$ cat src/rtl/uart_rx_fifo.sv
// rtl/uart_rx_fifo.sv - first-word-fall-through byte FIFO behind the UART receiver
// Captures one byte per rx_done rising edge and reports occupancy and sticky overflow.
module uart_rx_fifo #(
  parameter int DEPTH = 16,
  parameter int WIDTH = 8
) (
  input  logic                     rx_clk,
  input  logic                     rst_n,
  input  logic [WIDTH-1:0]         rx_data,
  input  logic                     rx_done,
  output logic [WIDTH-1:0]         m_data,
  output logic                     m_valid,
  input  logic                     m_ready,
  output logic [$clog2(DEPTH):0]   count,
  output logic                     full,
  output logic                     empty,
  output logic                     overflow,
  input  logic                     ovf_clr
);

  localparam int AW = $clog2(DEPTH);
  localparam int CW = AW + 1;

  logic [WIDTH-1:0] mem [DEPTH];
  logic [AW-1:0]    wr_ptr;
  logic [AW-1:0]    rd_ptr;
  logic             done_d;
  logic             wr_req;
  logic             rd_fire;
  logic             wr_en;
  logic             drop;

  assign wr_req  = rx_done & ~done_d;
  assign full    = (count == CW'(DEPTH));
  assign empty   = (count == '0);
  assign m_valid = ~empty;
  assign rd_fire = m_valid & m_ready;
  // A full FIFO still accepts the byte when the head leaves in the same cycle.
  assign wr_en   = wr_req & (~full | rd_fire);
  assign drop    = wr_req & full & ~rd_fire;
  assign m_data  = mem[rd_ptr];

  // done_d resets high so a done level held across reset release is not taken as an edge.
  always_ff @(posedge rx_clk or negedge rst_n) begin
    if (!rst_n) begin
      done_d   <= 1'b1;
      wr_ptr   <= '0;
      rd_ptr   <= '0;
      count    <= '0;
      overflow <= 1'b0;
    end else begin
      done_d <= rx_done;
      if (wr_en) begin
        wr_ptr <= wr_ptr + 1'b1;
      end
      if (rd_fire) begin
        rd_ptr <= rd_ptr + 1'b1;
      end
      if (wr_en && !rd_fire) begin
        count <= count + 1'b1;
      end else if (rd_fire && !wr_en) begin
        count <= count - 1'b1;
      end
      if (drop) begin
        overflow <= 1'b1;
      end else if (ovf_clr) begin
        overflow <= 1'b0;
      end
    end
  end

  always_ff @(posedge rx_clk) begin
    if (wr_en) begin
      mem[wr_ptr] <= rx_data;
    end
  end

endmodule

$ cat config.mk
export PLATFORM = sky130hd
export DESIGN_NAME = uart_rx_fifo
export DESIGN_NICKNAME = d
export VERILOG_FILES = /design/src/rtl/uart_rx_fifo.sv
export SDC_FILE = /design/constraint.sdc
export NUM_CORES = 1
export LEC_CHECK = 0
export CAP_MARGIN = 20
export CORE_MARGIN = 2
export CORE_UTILIZATION = 58
export DETAILED_ROUTE_END_ITERATION = 10
export DONT_BUFFER_PORTS = 1
export GPL_ROUTABILITY_DRIVEN = 0
export PLACE_DENSITY = 0.81
export SYNTH_ARGS = -nofsm -noshare
export SYNTH_HDL_FRONTEND = slang
export SYNTH_SLANG_ARGS = --single-unit
$ cat constraint.sdc
create_clock -name rx_clk -period 3 [get_ports rx_clk]
set_input_delay 0.6 -clock rx_clk [delete_from_list [all_inputs] [get_ports rx_clk]]
set_output_delay 0.6 -clock rx_clk [all_outputs]
set_load 0.02 [all_outputs]
==> impl_metrics.json <==
{
  "ff_latch_area_mm2": 0.00422,
  "vias": 2969,
  "cts_buffer_depth": 2,
  "cp-end-kind": "output port",
  "rsz0062_at_grt": "no",
  "min_period_over_period_pct": 98.2,
  "avgSynthCellArea_um2": 18.1,
  "crit_arrival_ns": 2.35,
  "cap_viol_max_count": 0,
  "switchingPower_mw": 2.15,
  "postSynthRegisterBits": 143,
  "startpoint_type": "flip-flop",
  "grt_max_degree": 34,
  "swShare_pct": 32.8,
  "cts_buffers": 17,
  "hp-start": "rx_done",
  "die_w_um": 105,
  "yosys.area_share.simple_pct": 4.37,
  "dr.pass1.iters": 5,
  "yosysTopAreaCell": "edfxtp_1",
  "start_util_pct": 60.0,
  "core-area_mm2": 0.00982,
  "p_clk_share_pct": 31.4,
  "boundaryPins": 30,
  "grtUsageMet1_pct": 28.8,
  "crit_start": "rd_ptr[2]",
  "power_density_mw_per_mm2": 989,
  "dpl.hpwl_um": 6650,
  "finalCriticalPeriod_ns": 2.95,
  "irDropWorstVdd_v": 0.000526,
  "setup_viol": 0,
  "required_ns": 2.40,
  "fin_tns_setup_ns": 0,
  "wl_per_cell_um": 22.6,
  "seq_power_share_pct": 38.8,
  "ys_top_cells_by_count": "edfxtp_1, mux2i_1, mux4_2, a221oi_1",
  "fmax_mhz": 339,
  "cts_setup_buffers": 0,
  "grt_busiest_layer": "met2",
  "synth_xor_area_share_pct": 1.49,
  "synth_compound_area_share_pct": 5.33,
  "relSlewSlack_pct": 51.7,
  "clkSinkCount": 143,
  "grt-ovfl-total": 0,
  "yosys-top-cells-area": "edfxtp_1, mux4_2, dfrtp_1",
  "synth_fp_nets": 349,
  "ys_async_sr_fraction_pct": 10.5,
  "die-height_um": 105,
  "synth-main-ff-cell": "edfxtp_1",
  "status": "finished, final reports clean",
  "synth_top_family_by_area": "multiplexers",
  "portBuffers": 0,
  "grt_pass1_wl_um": 17200,
  "path_clk_slew_ns": 0.06,
  "drt_iter0_markers": 230,
  "worst_pin_slew_ns": 0.722,
  "critical_path_buf_inv_count": 1,
  "dieArea_mm2": 0.0110,
  "cpPeakStageDelay_ns": 0.51,
  "internal_power_mw": 4.41,
  "pwr-share-comb_pct": 29.8,
  "synth.top_cell.area_share_pct": 65.2,
  "core.rowCount": 36,
  "antenna_found_initial": 0,
  "drive_above_1_share_pct": 19.3,
  "synth.most_common_cell": "edfxtp_1",
  "grt_pass1_vias": 3093,
  "cts.htree.levels": 4,
  "track_usage_pct": 21.4,
  "ys_seq_area_share_pct": 71.6,
  "antenna_left": 0,
  "synthToLayoutAreaGrowth_pct": 12.7,
  "final_util_pct": 67.6,
  "totalWireLength_um": 11000,
  "synth_edf_count": 128,
  "crit_type": "reg2out",
  "hold_path_class": "in2reg",
  "clockRootBuffer": "clkbuf_8",
  "avgViaCountPerCell": 6.11,
  "syn_area_mm2": 0.00589,
  "clock_latency_ns": 0.52,
  "skew_ns": 0.00656,
  "multiInputGateArea_mm2": 0.00153,
  "fillers": 651,
  "tritoncts": "built",
  "crit_chain": "nor2b_1, buf_4, a221oi_1, o21ai_0, nand2_1",
  "globalRouteMet3Util_pct": 5.43,
  "synth_mux_area_share_pct": 12.1,
  "cp_max_fo": 16,
  "p_leak_nw": 2.31,
  "maxSlewViolCount": 0,
  "use_met2_pct": 32.7,
  "antennaDiodeCount": 0,
  "hold_viol_final": 0,
  "drc": 0,
  "synthAdderAreaFrac_pct": 2.25,
  "critPathTopFamily": "compound AO/OA/AOI/OAI gates",
  "syn_inst": 326,
  "nets": 364,
  "yosysUniqueCellTypes": 37,
  "slowest_stage": "dfrtp_1",
  "ys_warn_count": 0,
  "r2r-start": "count[2]"
}
## final cells by class
class,count,share of cell area (%)
Tap cell,133,2.51
Clock inverter,12,2.41
Multi-Input combinational cell,157,23.0
Sequential cell,143,63.6
Inverter,11,0.622
Clock buffer,19,6.35
Timing Repair Buffer,11,1.47
## per-layer routing
layer | vias up | share of wire, %
met5 | - | 0
met4 | 0 | 3.0
met3 | 22 | 5.7
met2 | 131 | 49
met1 | 1500 | 42
li1 | 1316 | -
## worst register-to-register path: stages (launching register included)
cell and delay (ns):
dfrtp_1 0.50, nor4_4 0.30, nand2b_1 0.26, nand2_1 0.20, ha_1 0.19, inv_1 0.11, fa_1 0.42, a21o_1 0.17
a21oi_1 0.18, mux2i_1 0.24, xnor2_1 0.13
## final timing paths
kind	to	slack [ns]	depth (start not counted)
worst max register to register	count[4]	0.23	10
worst min register to register	wr_ptr[3]	0.58	1
worst max-delay path	m_data[5]	0.05	5
max in group asynchronous	rd_ptr[0]	1.96	1
min in group asynchronous	count[0]	0.57	1
worst min-delay path	done_d	0.08	0
## stage by stage
step / power [mW] / instances / hold slack [ns] / cell area (µm²) / worst slack, ns
finish: 6.56 / 486 / 0.0799 / 6640 / 0.0538
global route: 6.84 / 486 / 0.0577 / 6640 / 0.000391
CTS: 6.56 / 486 / 0.0619 / 6610 / 0.0828
floorplan: 4.11 / 326 / 0.304 / 5890 / 0.259
detailed placement: 4.48 / 454 / 0.305 / 6020 / 0.221
global placement: 4.43 / 454 / 0.305 / 6020 / 0.292
## state kept, by name, indices dropped and copies added, names as in the netlist
register / flops
done_d: 1
count: 5
wr_ptr: 4
overflow: 1
rd_ptr: 4
mem: 128
## cells by family after synthesis
kind of cell	after synthesis
xor gates and xnor gates	10
buffers and inverters	26
DFF	143
AOI/OAI and AO/OA	41
and+or+nand+nor	45
adders and majority gates	10
muxes	51
## power by group through the flow
stage | registers (mW) | clock network [mW] | logic [mW]
CTS | 2.55 | 2.08 | 1.93
floorplan | 2.55 | 0 | 1.56
detailed placement | 2.58 | 0 | 1.90
global placement | 2.57 | 0 | 1.86
global route | 2.57 | 2.15 | 2.12
finish | 2.55 | 2.06 | 1.95
## timing repair
item | in CTS | in global routing
setup endpoints to repair | 0 | 3
hold buffers | 1 | 0
endpoints found under the hold margin | 15 | 0
resized for setup | 0 | 4
## layout by cell type, fill, tap and decap left out, types with 3 or more instances in the layout
cell type   count
a221oi_1       11
a22oi_1         8
mux4_2         16
clkbuf_16      16
edfxtp_1      128
mux2i_1        33
bufinv_16       3
clkinvlp_4      4
nand2_1        14
and2_1         13
xnor2_1         9
inv_1          11
a221oi_2        5
buf_4           9
dfrtp_1        13
nor2_1          6
ha_1            9
o21ai_0        11
No activity file was read; power rests on OpenSTA's default activity.
